`src/rtl/uart_rx_cfg.sv`:
```
// Parametrised UART receiver: 2-flop synchroniser, single FSM, valid/ready holding register, overrun pulse.
// Optional UART_RX_MAJORITY_EN: each mid-bit decision is a 2-of-3 vote over three consecutive rxs samples.
module uart_rx_cfg #(
  parameter int DATA_BITS    = 8,
  parameter int CLKS_PER_BIT = 16,
  parameter int PARITY_MODE  = 0,
  parameter int STOP_BITS    = 1
) (
  input  logic                 clk,
  input  logic                 reset,
  input  logic                 rx_data_in,
  output logic [DATA_BITS-1:0] rx_data,
  output logic                 rx_valid,
  input  logic                 rx_ready,
  output logic                 parity_error,
  output logic                 stop_error,
  output logic                 overrun_error,
  output logic                 busy
);

  localparam int CW = $clog2(CLKS_PER_BIT);
  localparam int BW = $clog2(DATA_BITS + 1);
  localparam logic [CW-1:0] BIT_LAST  = CW'(CLKS_PER_BIT - 1);
  localparam logic [BW-1:0] DATA_LAST = BW'(DATA_BITS - 1);
  localparam logic [BW-1:0] STOP_LAST = BW'(STOP_BITS - 1);

  typedef enum logic [2:0] {S_IDLE, S_START, S_DATA, S_PARITY, S_STOP} state_t;

  state_t               r_state;
  logic                 r_sync1, r_sync2;
  logic [CW-1:0]        r_cnt;
  logic [BW-1:0]        r_bitcnt;
  logic [DATA_BITS-1:0] r_shift;
  logic                 r_par_err, r_stop_err;
  logic [DATA_BITS-1:0] r_data;
  logic                 r_valid, r_perr_o, r_serr_o, r_overrun, r_busy;

  logic w_rxs, w_sample, w_tick, w_xor, w_par_err;

  always_ff @(posedge clk) begin
    if (reset) begin
      r_sync1 <= 1'b1;
      r_sync2 <= 1'b1;
    end else begin
      r_sync1 <= rx_data_in;
      r_sync2 <= r_sync1;
    end
  end
  assign w_rxs = r_sync2;

`ifdef UART_RX_MAJORITY_EN
  // Decision moves one cycle later so the vote covers mid-1, mid and mid+1.
  localparam logic [CW-1:0] START_LAST = CW'(CLKS_PER_BIT / 2);
  logic [1:0] r_hist;
  always_ff @(posedge clk) begin
    if (reset) r_hist <= 2'b11;
    else       r_hist <= {r_hist[0], w_rxs};
  end
  assign w_sample = (r_hist[1] & r_hist[0]) | (r_hist[1] & w_rxs) | (r_hist[0] & w_rxs);
`else
  localparam logic [CW-1:0] START_LAST = CW'(CLKS_PER_BIT / 2 - 1);
  assign w_sample = w_rxs;
`endif

  assign w_tick    = (r_cnt == BIT_LAST);
  assign w_xor     = (^r_shift) ^ w_sample;
  assign w_par_err = (PARITY_MODE == 2) ? ~w_xor : w_xor;

  always_ff @(posedge clk) begin
    if (reset) begin
      r_state    <= S_IDLE;
      r_cnt      <= '0;
      r_bitcnt   <= '0;
      r_shift    <= '0;
      r_par_err  <= 1'b0;
      r_stop_err <= 1'b0;
      r_data     <= '0;
      r_valid    <= 1'b0;
      r_perr_o   <= 1'b0;
      r_serr_o   <= 1'b0;
      r_overrun  <= 1'b0;
      r_busy     <= 1'b0;
    end else begin
      r_overrun <= 1'b0;
      if (r_valid && rx_ready) r_valid <= 1'b0;
      case (r_state)
        S_IDLE: begin
          if (!w_rxs) begin
            r_state    <= S_START;
            r_cnt      <= '0;
            r_bitcnt   <= '0;
            r_par_err  <= 1'b0;
            r_stop_err <= 1'b0;
            r_busy     <= 1'b1;
          end
        end
        S_START: begin
          if (r_cnt == START_LAST) begin
            r_cnt <= '0;
            if (w_sample) begin
              r_state <= S_IDLE;
              r_busy  <= 1'b0;
            end else begin
              r_state <= S_DATA;
            end
          end else begin
            r_cnt <= r_cnt + 1'b1;
          end
        end
        S_DATA: begin
          r_cnt <= w_tick ? '0 : r_cnt + 1'b1;
          if (w_tick) begin
            r_shift <= {w_sample, r_shift[DATA_BITS-1:1]};
            if (r_bitcnt == DATA_LAST) begin
              r_bitcnt <= '0;
              r_state  <= (PARITY_MODE == 0) ? S_STOP : S_PARITY;
            end else begin
              r_bitcnt <= r_bitcnt + 1'b1;
            end
          end
        end
        S_PARITY: begin
          r_cnt <= w_tick ? '0 : r_cnt + 1'b1;
          if (w_tick) begin
            r_par_err <= w_par_err;
            r_state   <= S_STOP;
          end
        end
        S_STOP: begin
          r_cnt <= w_tick ? '0 : r_cnt + 1'b1;
          if (w_tick) begin
            if (r_bitcnt == STOP_LAST) begin
              r_state  <= S_IDLE;
              r_busy   <= 1'b0;
              r_bitcnt <= '0;
              // A word being accepted this same cycle frees the holding register.
              if (!r_valid || rx_ready) begin
                r_data   <= r_shift;
                r_perr_o <= r_par_err;
                r_serr_o <= r_stop_err | ~w_sample;
                r_valid  <= 1'b1;
              end else begin
                r_overrun <= 1'b1;
              end
            end else begin
              r_bitcnt   <= r_bitcnt + 1'b1;
              r_stop_err <= r_stop_err | ~w_sample;
            end
          end
        end
        default: begin
          r_state <= S_IDLE;
          r_busy  <= 1'b0;
        end
      endcase
    end
  end

  assign rx_data       = r_data;
  assign rx_valid      = r_valid;
  assign parity_error  = r_perr_o;
  assign stop_error    = r_serr_o;
  assign overrun_error = r_overrun;
  assign busy          = r_busy;

endmodule

```
`config.mk`:
```
export PLATFORM = sky130hd
export DESIGN_NAME = uart_rx_cfg
export DESIGN_NICKNAME = d
export VERILOG_FILES = /design/src/rtl/uart_rx_cfg.sv
export SDC_FILE = /design/constraint.sdc
export NUM_CORES = 1
export LEC_CHECK = 0
export CAP_MARGIN = 0
export CORE_MARGIN = 3
export CORE_UTILIZATION = 56
export DETAILED_ROUTE_END_ITERATION = 6
export GPL_TIMING_DRIVEN = 0
export PLACE_DENSITY_LB_ADDON = 0.25
export REMOVE_ABC_BUFFERS = 1
export SYNTH_ARGS = -nofsm -noshare
export SYNTH_HDL_FRONTEND = slang
export SYNTH_SLANG_ARGS = --single-unit
```
`constraint.sdc`:
```
create_clock -name clk -period 2 [get_ports clk]
set_input_delay 0.2 -clock clk [delete_from_list [all_inputs] [get_ports clk]]
set_output_delay 0.2 -clock clk [all_outputs]
set_load 0.01 [all_outputs]
```
==> out/qor.csv <==
stage,metric,value,unit
drt,drt-total-wl,3.74,mm
worst_hold_path,whs_path_depth,2,
synth,ys_seq_area_share,40.3,%
global_routing,antenna_found_initial,0,
finish,antennaDiodeCount,0,
critical_path,regToRegSetupSlack,50,ps
sta,fin_crit,1950,ps
critical_path,arrival,2140,ps
floorplan,die_w,62.5,µm
sta,slew_viol_final,0,
global_routing,grt_usage,20.0,%
floorplan,dieArea,3910,µm²
sta,rsz0062_at_grt,yes,
critical_path,ff2ff_path_depth,7,
placement,dp.cells,243,
clocking,numCtsBuffers,5,
critical_path,end_kind,register,
drt,drtPass1Iterations,4,
power_and_ir_drop,leakagePower,0.797,nW
global_routing,grt_max_degree,39,
worst_hold_path,holdPathEnd,r_sync1,
drt,wl_per_cell,14.2,µm
worst_hold_path,holdCritStartpoint,rx_data_in,
synth,yosysWarnings,0,
clocking,clkTransAtPathRegs,110,ps
floorplan,die_h,62.5,µm
clocking,cts_buffer_depth,2,
sta,final.setup.tns,0,ps
clocking,cts_root_buf,clkbuf_4,
floorplan,pin_count,17,
synth,netlist_instances,199,
global_routing,overflow,0,
clocking,h-tree-depth,2,
finish,nNetsFinal,228,
critical_path,slowest_stage,or3b_4,
finish,n_fill_cell,243,
sta,fin_crit_sh,97.5,%
synth,yosys.area.top_type_share,40.3,%
finish,drive_above_1_share,17.6,%
worst_hold_path,hp-class,in2reg,
drt,drtIter0Drc,126,
critical_path,critical_path_class,reg2reg,
clocking,clock_sinks,36,
run_status,outcome,"complete, no violations",
placement,port_buffers,16,
critical_path,crit_chain,inv_1 -> ha_1 -> or3b_4 -> a32oi_4 -> nand4b_1 -> nand3b_1 -> o41ai_1,
drt,drc,0,
critical_path,timing.rr.start,r_bitcnt[0],
power_and_ir_drop,powerDensity,850,nW/µm²
synth,ys_types,47,
sta,hold_viol,0,
synth,synth-seq-cells,36,
synth,synth_top_cell_by_area,dfxtp_1,
critical_path,crit_required,2190,ps
floorplan,start_util,61.7,%
critical_path,start_kind,register,
global_routing,grt_pass1_wl,6.40,mm
drt,via_count,1491,
placement,place.detailed.hpwl,2.36,mm
global_routing,grt_pass1_vias,1379,
clocking,cts_tree,done,
power_and_ir_drop,peakVddDrop,0.492,mV
placement,gp_congestion,0.818,
critical_path,r2r_end,r_stop_err,
drt,ant_nets,0,
finish,syn_to_final_growth,17.9,%
sta,setup_violations,0,
clocking,clkLatencyLatePin,340,ps
sta,fin_skew,3.59,ps
synth,synth_area_leaders,"dfxtp_1, mux2i_1, xnor2_1, nor2_1, a21oi_1",
floorplan,rows,19,
synth,synth_area,1790,µm²
sta,fmax,0.513,GHz
finish,finalNonFillerCells,264,
drt,vias_per_cell,5.65,
run,cap_violations,0,
critical_path,worstPathMaxFanout,6,
sta,worstMarginPinSlew,1290,ps
synth,avgSynthCellArea,8.99,µm²
sta,slew_headroom,13.9,%
floorplan,core_area,2900,µm²
critical_path,critical_path.max_stage_delay,420,ps
-- worst max-delay path by stage --
stage           startpoint           to  slack [ps]  depth (start not counted)
6_report       r_bitcnt[0]   r_stop_err          50                          7
5_1_grt           r_cnt[0]  r_bitcnt[1]         -30                          7
4_1_cts         r_state[1]   r_state[1]          40                          5
3_5_place_dp   r_bitcnt[0]   rx_data[3]        -370                          7
3_3_place_gp   r_bitcnt[0]   stop_error        -320                          7
2_1_floorplan  r_bitcnt[0]   stop_error         -30                          7
-- metrics by stage --
stage / setup WS, ps / power [mW] / util [%] / area, µm² / hold WS, ps
2_1_floorplan: -27.0 / 1.14 / - / 1700 / 269
3_3_place_gp: -323 / 1.23 / 66.1 / 1920 / 394
3_5_place_dp: -375 / 1.25 / 66.1 / 1920 / 400
4_1_cts: 41.7 / 1.77 / 69.2 / 2010 / 410
5_1_grt: -34.8 / 1.89 / 72.7 / 2110 / 418
6_report: 50.3 / 1.79 / 72.7 / 2110 / 413
-- state kept, by name, summed over array words and instances, names as in the netlist, 3 cells and up --
name      count
r_shift       8
rx_data       8
r_bitcnt      4
r_cnt         4
r_state       3
-- kinds of logic (layout without fill, tap and decap cells) --
logic type,Yosys count,in the layout,share of synthesized area [%]
compound gates,35,35,14.5
xor+xnor,12,12,5.87
fa+ha+maj,3,3,2.10
buf+inv,17,40,5.38
flops,36,36,40.3
mux,10,10,5.59
simple gates,86,86,26.3
-- synth_stat cells (all sizes together) --
cell type / count
clkbuf: 3
o2111ai: 1
xor2: 2
a2111oi: 1
inv: 3
a22oi: 1
or3b: 1
nand2: 17
or2: 2
xnor2: 10
or4b: 1
dfxtp: 36
nand4: 2
mux2i: 10
nand3: 12
nor3b: 4
nor3: 5
nor2b: 2
a32oi: 1
o21ai: 5
nor2: 22
and2: 2
nor4: 1
a21oi: 15
a221oi: 1
buf: 11
o21ba: 1
a31oi: 3
nand4b: 3
o41ai: 1
nand3b: 4
a311o: 1
o22ai: 3
and3: 3
nand2b: 4
o211ai: 1
ha: 3
nor4b: 1
-- worst max-delay path: cells and delay by family, from the launching register on --
kind,cells,cell delay (ps)
DFF,1,350
AOI/OAI and AO/OA,2,400
and+or+nand+nor,3,840
buffers and inverters,1,70
adders and majority gates,1,150
-- final cells by class --
type	instances	area, µm²	share of cell area (%)
multi-input combinational	146	982	46.6
clock inverter	2	35.0	1.66
sequential	36	726	34.4
timing repair buffer	29	262	12.4
inverter	3	11.3	0.534
clock buffer	6	41.3	1.96
tap	42	52.6	2.49
-- report_power, final --
group          switching, mW  total (mW)  internal (mW)
combinational          0.217       0.415          0.198
clock                  0.253       0.515          0.262
sequential             0.104       0.863          0.760
-- cell usage in the layout (no fill, tap or decap), types with 4 or more instances in the layout --
cell type	instances
a21oi_1	15
buf_4	12
clkbuf_4	5
clkdlybuf4s50_1	16
dfxtp_1	32
dfxtp_2	4
mux2i_1	10
nand2_1	17
nand2b_1	4
nand3_1	12
nand3b_1	4
nor2_1	20
nor3_1	4
o21ai_0	4
xnor2_1	10
-- what timing repair did --
action | 4_1_cts | 5_1_grt
hold buffers | 0 | 0
setup buffers | 1 | 12
gates resized for setup | 2 | 6
setup endpoints to repair | 26 | 24
pin swaps | 1 | 4
-- routing by layer --
layer  global-route usage (%)  vias to the layer above  share of wire (%)
li1                         -                      746                  -
met1                     25.4                      690                 43
met4                     6.89                        0                1.7
met3                     5.40                        9                6.6
met2                     32.5                       46                 49
met5                        0                        -                  0
No activity file was read; power rests on OpenSTA's default activity.
